$ cat src/rtl/mem_access_pkg.sv
// Shared types and constants for the load/store sequencer.
// Contents:
//   state_t  - sequencer FSM states
//   size_e   - access size decoded from funct3
//   F3_*     - RV32 load/store funct3 codes
//   f3_size  - funct3 -> access size (undefined codes 011/110/111 act as word)
package mem_access_pkg;

  typedef enum logic [2:0] {
    StIdle,
    StLdIssue,
    StLdCapt,
    StStWrite,
    StRmwIssue,
    StRmwMerge,
    StRmwWrite
  } state_t;

  typedef enum logic [1:0] {
    SzByte,
    SzHalf,
    SzWord
  } size_e;

  localparam logic [2:0] F3_B  = 3'b000;
  localparam logic [2:0] F3_H  = 3'b001;
  localparam logic [2:0] F3_W  = 3'b010;
  localparam logic [2:0] F3_BU = 3'b100;
  localparam logic [2:0] F3_HU = 3'b101;

  function automatic size_e f3_size(input logic [2:0] f3);
    size_e sz;
    case (f3)
      F3_B, F3_BU: sz = SzByte;
      F3_H, F3_HU: sz = SzHalf;
      default:     sz = SzWord;
    endcase
    return sz;
  endfunction

endpackage

$ cat src/rtl/mem_lane_align.sv
// Combinational lane steering between a 32-bit memory word and the datapath.
// Ports:
//   rdata_i      word read from memory (load source)
//   old_word_i   word read from memory (store merge base)
//   wdata_i      store data, meaningful bits in the low lanes
//   addr_lo_i    byte offset within the word
//   funct3_i     RV32 size/sign code
//   load_data_o  selected lane, sign- or zero-extended to 32 bits
//   merge_data_o old_word_i with the store lane(s) replaced by wdata_i
// Half accesses use addr_lo_i[1] only, so odd half addresses fold onto the aligned lane.
module mem_lane_align
  import mem_access_pkg::*;
(
  input  logic [31:0] rdata_i,
  input  logic [31:0] old_word_i,
  input  logic [31:0] wdata_i,
  input  logic [1:0]  addr_lo_i,
  input  logic [2:0]  funct3_i,
  output logic [31:0] load_data_o,
  output logic [31:0] merge_data_o
);

  logic [7:0]  ld_byte;
  logic [15:0] ld_half;
  logic        ld_signed;
  size_e       size;

  assign size      = f3_size(funct3_i);
  assign ld_byte   = rdata_i[{addr_lo_i, 3'b000} +: 8];
  assign ld_half   = rdata_i[{addr_lo_i[1], 4'b0000} +: 16];
  // funct3[2] set marks the unsigned variants (BU/HU).
  assign ld_signed = ~funct3_i[2];

  always_comb begin
    load_data_o = rdata_i;
    case (size)
      SzByte:  load_data_o = {{24{ld_signed & ld_byte[7]}}, ld_byte};
      SzHalf:  load_data_o = {{16{ld_signed & ld_half[15]}}, ld_half};
      default: load_data_o = rdata_i;
    endcase
  end

  always_comb begin
    merge_data_o = old_word_i;
    case (size)
      SzByte:  merge_data_o[{addr_lo_i, 3'b000} +: 8] = wdata_i[7:0];
      SzHalf:  merge_data_o[{addr_lo_i[1], 4'b0000} +: 16] = wdata_i[15:0];
      default: merge_data_o = wdata_i;
    endcase
  end

endmodule

$ cat src/rtl/mem_access_unit.sv
// Load/store sequencer between the multicycle datapath and a word-wide memory with a
// one-cycle registered read. Loads read a word and extract the lane; sub-word stores do a
// read-modify-write because the memory always writes all four bytes.
// Ports:
//   clk, reset             clock, synchronous active-high reset
//   req_valid/req_ready    request handshake (ready only when idle and not in reset)
//   req_we, req_funct3     store flag and RV32 size/sign code
//   req_addr, req_wdata    byte address and store data (low lanes)
//   resp_valid             one-cycle completion pulse
//   resp_rdata, resp_err   extended load data (0 for stores), misalign flag
//   mem_read, mem_write    state-decoded memory strobes, never both high
//   mem_addr, mem_wdata    word-aligned address and full write word
//   mem_rdata              read data, valid the cycle after mem_read
// Build option: define MEM_MISALIGN_TRAP_EN to reject misaligned H/W accesses with
// resp_err=1 one cycle after acceptance and no memory access. Without it resp_err stays 0
// and offending low address bits are ignored.
module mem_access_unit
  import mem_access_pkg::*;
#(
  parameter int unsigned ADDR_W = 32,
  parameter int unsigned DATA_W = 32
) (
  input  logic              clk,
  input  logic              reset,
  input  logic              req_valid,
  output logic              req_ready,
  input  logic              req_we,
  input  logic [2:0]        req_funct3,
  input  logic [ADDR_W-1:0] req_addr,
  input  logic [DATA_W-1:0] req_wdata,
  output logic              resp_valid,
  output logic [DATA_W-1:0] resp_rdata,
  output logic              resp_err,
  output logic              mem_read,
  output logic              mem_write,
  output logic [ADDR_W-1:0] mem_addr,
  output logic [DATA_W-1:0] mem_wdata,
  input  logic [DATA_W-1:0] mem_rdata
);

  state_t state_q, state_d;

  logic [ADDR_W-1:0] addr_q;
  logic [2:0]        funct3_q;
  logic              we_q;
  logic [DATA_W-1:0] wdata_q;
  logic [DATA_W-1:0] merge_q;

  logic              resp_valid_q, resp_valid_d;
  logic              resp_err_q, resp_err_d;
  logic [DATA_W-1:0] resp_rdata_q, resp_rdata_d;

  logic              accept;
  logic              misalign;
  logic [DATA_W-1:0] load_word;
  logic [DATA_W-1:0] merge_word;

  assign req_ready = (state_q == StIdle) && !reset;
  assign accept    = req_valid && req_ready;

`ifdef MEM_MISALIGN_TRAP_EN
  always_comb begin
    misalign = 1'b0;
    case (f3_size(req_funct3))
      SzHalf:  misalign = req_addr[0];
      SzWord:  misalign = (req_addr[1:0] != 2'b00);
      default: misalign = 1'b0;
    endcase
  end
`else
  assign misalign = 1'b0;
`endif

  // Loads and the RMW read both sample mem_rdata; one aligner serves both paths.
  mem_lane_align u_lane_align (
    .rdata_i      (mem_rdata),
    .old_word_i   (mem_rdata),
    .wdata_i      (wdata_q),
    .addr_lo_i    (addr_q[1:0]),
    .funct3_i     (funct3_q),
    .load_data_o  (load_word),
    .merge_data_o (merge_word)
  );

  // State register.
  always_ff @(posedge clk) begin
    if (reset) begin
      state_q <= StIdle;
    end else begin
      state_q <= state_d;
    end
  end

  // Next-state logic.
  always_comb begin
    state_d = state_q;
    case (state_q)
      StIdle: begin
        if (accept && !misalign) begin
          if (!req_we) begin
            state_d = StLdIssue;
          end else if (f3_size(req_funct3) == SzWord) begin
            state_d = StStWrite;
          end else begin
            state_d = StRmwIssue;
          end
        end
      end
      StLdIssue:  state_d = StLdCapt;
      StLdCapt:   state_d = StIdle;
      StStWrite:  state_d = StIdle;
      StRmwIssue: state_d = StRmwMerge;
      StRmwMerge: state_d = StRmwWrite;
      StRmwWrite: state_d = StIdle;
      default:    state_d = StIdle;
    endcase
  end

  // State-decoded memory strobes.
  always_comb begin
    mem_read  = 1'b0;
    mem_write = 1'b0;
    case (state_q)
      StLdIssue, StRmwIssue: mem_read  = 1'b1;
      StStWrite, StRmwWrite: mem_write = 1'b1;
      default: ;
    endcase
  end

  assign mem_addr  = {addr_q[ADDR_W-1:2], 2'b00};
  assign mem_wdata = (state_q == StRmwWrite) ? merge_q : wdata_q;

  // Response for the following cycle; the pulse always lands while the FSM is in idle.
  always_comb begin
    resp_valid_d = 1'b0;
    resp_err_d   = 1'b0;
    resp_rdata_d = '0;
    case (state_q)
      StIdle: begin
        if (accept && misalign) begin
          resp_valid_d = 1'b1;
          resp_err_d   = 1'b1;
        end
      end
      StLdCapt: begin
        resp_valid_d = 1'b1;
        resp_rdata_d = load_word;
      end
      StStWrite, StRmwWrite: resp_valid_d = 1'b1;
      default: ;
    endcase
  end

  // Request latch, merge register and response registers.
  always_ff @(posedge clk) begin
    if (reset) begin
      addr_q       <= '0;
      funct3_q     <= '0;
      we_q         <= 1'b0;
      wdata_q      <= '0;
      merge_q      <= '0;
      resp_valid_q <= 1'b0;
      resp_err_q   <= 1'b0;
      resp_rdata_q <= '0;
    end else begin
      if (accept) begin
        addr_q   <= req_addr;
        funct3_q <= req_funct3;
        we_q     <= req_we;
        wdata_q  <= req_wdata;
      end
      if (state_q == StRmwMerge) begin
        merge_q <= merge_word;
      end
      resp_valid_q <= resp_valid_d;
      resp_err_q   <= resp_err_d;
      resp_rdata_q <= resp_rdata_d;
    end
  end

  assign resp_valid = resp_valid_q;
  assign resp_err   = resp_err_q;
  assign resp_rdata = resp_rdata_q;

  // we_q is implied by the path the FSM took; it is kept with the latched request.
  logic unused_we;
  assign unused_we = we_q;

endmodule
$ cat config.mk
export PLATFORM = sky130hd
export DESIGN_NAME = mem_access_unit
export DESIGN_NICKNAME = d
export VERILOG_FILES = /design/src/rtl/mem_access_pkg.sv /design/src/rtl/mem_lane_align.sv /design/src/rtl/mem_access_unit.sv
export SDC_FILE = /design/constraint.sdc
export NUM_CORES = 1
export LEC_CHECK = 0
export BUFFER_PORTS_ARGS = -buffer_cell sky130_fd_sc_hd__buf_2
export CAP_MARGIN = 20
export CORE_MARGIN = 2
export CORE_UTILIZATION = 57
export DETAILED_ROUTE_END_ITERATION = 8
export HOLD_SLACK_MARGIN = 0.08
export PLACE_DENSITY = 0.88
export RECOVER_POWER = 50
export SYNTH_ARGS = -nofsm -noshare
export SYNTH_HDL_FRONTEND = slang
export SYNTH_HIERARCHICAL = 1
export SYNTH_SLANG_ARGS = --single-unit
$ cat constraint.sdc
create_clock -name clk -period 4.9 [get_ports clk]
set_input_delay 0.98 -clock clk [delete_from_list [all_inputs] [get_ports clk]]
set_output_delay 0.98 -clock clk [all_outputs]
set_load 0.01 [all_outputs]
Word-level counts from Yosys, hierarchy flattened:

Index checks and enable logic that the tools add are counted.

* output and inout bits: 101
* input port bits: 103
* flip-flop bits (word level): 135

* shifts and indexed selects: 6
* multiplexer cells: 17
* bitwise gates (word level): 4
* add/subtract/negate cells: 2
* reduce and logical (&&, ||, !) cells: 15
* eq/ne operators: 15

Operators by type and width (number)
* $pmux W32 S2: 2
* $bwmux W32: 2
* $mux W32: 1
* $shift A16 B7 Y32 const A: 1
* $shift A8 B7 Y32 const A: 1
* $shiftx A16 B7 Y32: 1
* $shiftx A32 B6 Y16: 1
* $shiftx A32 B6 Y8: 1
* $shiftx A8 B7 Y32: 1
* $eq A3 B3 Y1 const B: 7
* $neg A5 Y7: 2
* $reduce_or A2 Y1: 7
* $pmux W3 S4: 1
* $eq A3 B1 Y1 const B: 3
* $logic_not A3 Y1: 3
* $mux W3: 3
* $pmux W2 S2: 2
* $eq A3 B2 Y1 const B: 2
* $mux W2: 3
* $mux W1: 3
* $reduce_or A3 Y1: 1
* $and A1 B1 Y1: 2
* $eq A2 B1 Y1 const B: 1
* $eq A2 B2 Y1 const B: 1
* 5 further kinds: 7

Logic depth before layout (Yosys ltp):

* depth after elaboration: 11
* depth in mapped cells: 11
* mapped depth without buffers: 8

By module:

The synthesis kept the hierarchy.

Modules (own cells, without submodules)
* mem_access_unit: sequential area each 2702.6 sq um, cells an instance 608, area each 5353.9 sq um, times used 1
* mem_lane_align: sequential area each 0.0 sq um, cells an instance 286, area each 1790.5 sq um, times used 1

Least setup slack after synthesis:

Ideal clock, no wire load.

* path kind: input to output
* from: in reset
* to: out req_ready
* arrival: 1.808 ns
* slack: 2.112 ns
* cell stages on the path: 4
* buffers on the path: 2
* path through: clkbuf_1 -> or4_4 -> clkinv_2 -> buf_4

* word-level cells in the longest chain between the ends: 2

Ends and longest elaborated chain
* start: declaration: line mem_access_unit.sv:24 `input logic reset,`
* $logic_not A1 Y1: line mem_access_unit.sv:58 `assign req_ready = (state_q == StIdle) && !reset;`
* $logic_and A1 B1 Y1: line mem_access_unit.sv:58
* end: declaration: line mem_access_unit.sv:26 `output logic req_ready,`

No other way between the ends.

Final worst setup path:

* from: in reset
* to: reg resp_rdata_q[29] (netlist: resp_rdata[29])

* word-level cells in the longest chain between the ends: 1

Ends and longest elaborated chain
* $reduce_or A2 Y1 (no line)
* end signal: assignment: line mem_access_unit.sv:177 `resp_rdata_q <= resp_rdata_d;`
* end: declaration: line mem_access_unit.sv:51 `logic [DATA_W-1:0] resp_rdata_q, resp_rdata_d;`

No other way between the ends.
A chain may end at the register's enable or synchronous reset.

==> metrics.md <==
| Metric | Value |
|---|---|
| Root Buffer Master | `clkbuf_16` |
| Remaining antenna violation count | `0` |
| Vias in the first global route | `6411` |
| Num ports | `204` |
| Minimum clock period after layout | `3.45 ns` |
| Post-cts resize count | `0` |
| Post-CTS setup repair buffer count | `0` |
| TritonCTS clock tree | `done` |
| Pins over their slew limit | `105` |
| Dominant register cell in the synthesized netlist | `dfxtp_1` |
| Final-report setup violation count | `0` |
| Clock buffer count from CTS | `17` |
| Final routed wirelength across all metal layers | `21000 um` |
| Post-synthesis instance area | `7140 um2` |
| Fraction of the yosys area taken by sequential cells | `0.378` |
| Die area | `13400 um2` |
| Final instance count without filler cells | `1192` |
| Peak fanout along the critical path | `104` |
| Post-Syn Instances | `894` |
| Core Box Area | `12100 um2` |
| Proportion of register bits with asynchronous set or reset after synthesis | `0` |
| Die boundary height | `116 um` |
| Num Clock Sinks | `135` |
| Horizontal extent of the die | `116 um` |
| Area Overhead vs Synth | `16.8%` |
| Power density over cell area | `354 nW/um2` |
| Setup Skew | `0.00842 ns` |
| Number of antenna violations at the first check in global routing | `0` |
| Overall overflow remaining after global route | `0` |
| Post-synth EDFFs | `0` |
| Run status | `complete, but fails checks` |
| Weighted congestion at the end of routability-driven global placement | `0.958` |
| Cts hold-fix bufs | `0` |
| Max rail drop VDD | `0.000267 V` |
| Leakage power | `3.30 nW` |
| Maximum number of pins on one net before global-route repair | `105` |
| Number of port buffers | `200` |
| Worst slew slack as a fraction of its limit | `-0.397` |
| Post-detail-place hpwl | `13800 um` |
| Setup Crit Path Kind | `in2reg` |
| # H-tree levels | `4` |
| Critical Path Slowest Stage Cell | `clkbuf_2` |
| Total track usage | `0.309` |
| Worst-path cell chain | `clkbuf_1 -> clkbuf_2 -> nor4_1 -> clkbuf_1 -> and2_1` |
| Layout cell share with drive strength beyond 1 | `0.228` |
| Setup repair after global routing missed its margin | `no` |
| Critical path endpoint category | `flop` |
| Initial Util | `0.590` |
| Number of synthesized register bits | `135` |
| Most used cell, CP | `clkbuf_1` |
| Number of vias per cell | `5.97` |
| Mapped Avg Cell Area | `7.99 um2` |
| Final number of hold-violating endpoints | `0` |
| Max Buffers Root-to-Sink | `2` |
| Maximum clock frequency | `290 MHz` |
| Violations in the final reports | `max-capacitance violations, max-slew violations` |
| Starting DRT DRC Count | `835` |
| Critical Path Source Type | `input port` |
| Max capacitance violation total | `1` |
| Detail-routed net length per standard cell | `17.6 um` |
| Worst Max-Slew Pin Slew | `2.10 ns` |
| Worst Path Required | `5.26 ns` |
| Peak per-stage delay on the critical path | `1.05 ns` |
| Drt pass-1 iters | `6` |
| Number of diodes | `0` |
| Standard-cell row count | `40` |
| Post-route fraction of the period consumed by the critical path | `0.705` |
| Clock-pin slew on the worst setup and hold paths | `0.06 ns` |
| Wire length of the first global-routing pass | `32200 um` |
| Clk Latency, worst-skew pair | `0.42 ns` |
| Remaining routing DRC violations | `0` |
| Count of warnings emitted by yosys | `6` |
| Min-delay worst type | `reg2reg` |
| Number of distinct library cells after synthesis | `58` |
| Number of placed instances, taps included | `1159` |
| Total negative slack for setup checks | `0 ns` |
| Final Net Count | `1119` |
| Data arrival at the endpoint of the critical path | `3.81 ns` |
| Detailed-route via count | `7122` |
## final timing paths
path | from | end | slack (ns) | cells past startpoint
setup / recovery | reset | resp_rdata[29]$_SDFF_PP0_ | 1.45 | 5
hold reg to reg | merge_q[25]$_SDFFE_PP0N_ | merge_q[25]$_SDFFE_PP0N_ | 0.45 | 2
hold / removal | merge_q[25]$_SDFFE_PP0N_ | merge_q[25]$_SDFFE_PP0N_ | 0.45 | 2
setup reg to reg | state_q[2]$_SDFFE_PP0P_ | addr_q[25]$_SDFFE_PP0P_ | 1.94 | 5
## cell usage in the layout (no fill, tap or decap), types with 3 or more instances in the layout
cell type / count
buf_2: 135
a21oi_2: 10
bufinv_16: 3
nor2b_1: 18
a22oi_1: 11
dfxtp_1: 134
a31oi_1: 4
a211o_1: 7
and2_0: 3
nor2_1: 6
nand2b_1: 7
and2_1: 32
conb_1: 3
clkbuf_1: 66
a221o_1: 5
clkbuf_16: 17
a222oi_1: 8
mux2_1: 3
clkinv_4: 6
o21ai_0: 69
buf_4: 6
inv_1: 11
a22o_1: 10
mux2_2: 39
clkbuf_8: 3
o221ai_1: 8
nand3_1: 67
a21oi_1: 123
mux2i_1: 10
nand2_1: 137
o21ai_1: 19
ha_1: 5
## metal layers
| metal | up-vias | wire length, um | track usage |
|---|---|---|---|
| met4 | 0 | 729 | 0.153 |
| met3 | 69 | 1830 | 0.0722 |
| met1 | 3338 | 8660 | 0.395 |
| met2 | 370 | 9740 | 0.491 |
| li1 | 3345 | - | - |
| met5 | - | 0 | 0 |
## cell usage after synthesis, types with 2 or more instances
cell | instances | share of area
nand2_1 | 137 | 0.072
dfxtp_1 | 135 | 0.38
a21oi_1 | 123 | 0.086
o21ai_0 | 69 | 0.048
nand3_1 | 67 | 0.047
clkbuf_1 | 48 | 0.025
mux2_2 | 39 | 0.061
buf_4 | 38 | 0.040
and2_1 | 35 | 0.031
o21ai_1 | 19 | 0.013
nor2b_1 | 18 | 0.016
buf_2 | 17 | 0.012
a22oi_1 | 11 | 0.012
inv_1 | 11 | 0.0058
a21oi_2 | 10 | 0.012
a22o_1 | 10 | 0.012
mux2i_1 | 10 | 0.014
a222oi_1 | 8 | 0.011
o221ai_1 | 8 | 0.0098
a211o_1 | 7 | 0.0086
nand2b_1 | 7 | 0.0061
nor2_1 | 6 | 0.0032
a221o_1 | 5 | 0.0070
ha_1 | 5 | 0.0088
a31oi_1 | 4 | 0.0035
buf_1 | 4 | 0.0021
buf_6 | 4 | 0.0063
mux2_1 | 3 | 0.0047
a21o_1 | 2 | 0.0021
a221oi_1 | 2 | 0.0025
a2bb2oi_1 | 2 | 0.0025
buf_8 | 2 | 0.0042
nor3_1 | 2 | 0.0014
nor4_1 | 2 | 0.0018
## power breakdown
group | internal, mW | switching [mW]
clock network | 0.848 | 0.499
registers | 1.14 | 0.0441
logic | 0.169 | 0.260
## sequential cells by signal, indices dropped and copies added, names as in the netlist
name	flops
addr_q	32
funct3_q	3
merge_q	32
resp_rdata	32
resp_valid	1
state_q	3
wdata_q	32
## worst max-delay path, delay by kind of cell
kind                   cells  cell delay (ns)
buffers and inverters      3             1.92
and+or+nand+nor            2             0.90
## cell type report
class | count | area, um2
fillers | 1054 | 3770
multi-input cells | 634 | 3740
flip-flops and latches | 135 | 2700
repair buffers | 210 | 1010
clock buffers | 20 | 467
well taps | 168 | 210
clock inverters | 12 | 168
inverters | 13 | 50.0
## per-stage QoR
stage / util / setup WS, ns / hold WS (ns) / cell area (um2) / power, mW
floorplan: - / 2.11 / 0.432 / 7150 / 1.51
global placement: 0.642 / 1.87 / 0.440 / 7780 / 1.62
detailed placement: 0.642 / 1.87 / 0.446 / 7780 / 1.62
CTS: 0.695 / 1.62 / 0.455 / 8410 / 2.96
global route: 0.689 / 1.16 / 0.469 / 8340 / 3.06
finish: 0.689 / 1.45 / 0.454 / 8340 / 2.96
## kinds of logic (layout without fill, tap and decap cells)
| kind of cell | after synthesis | count (layout) | synth area share |
|---|---|---|---|
| compound gates | 287 | 287 | 0.240 |
| simple gates | 286 | 286 | 0.192 |
| flops | 135 | 135 | 0.378 |
| buf+inv | 127 | 255 | 0.0995 |
| mux | 52 | 52 | 0.0802 |
| fa+ha+maj | 5 | 5 | 0.00876 |
| other cells | 1 | 3 | 0.000525 |
| xor+xnor | 1 | 1 | 0.00123 |
(Power assumes the default switching activity.)
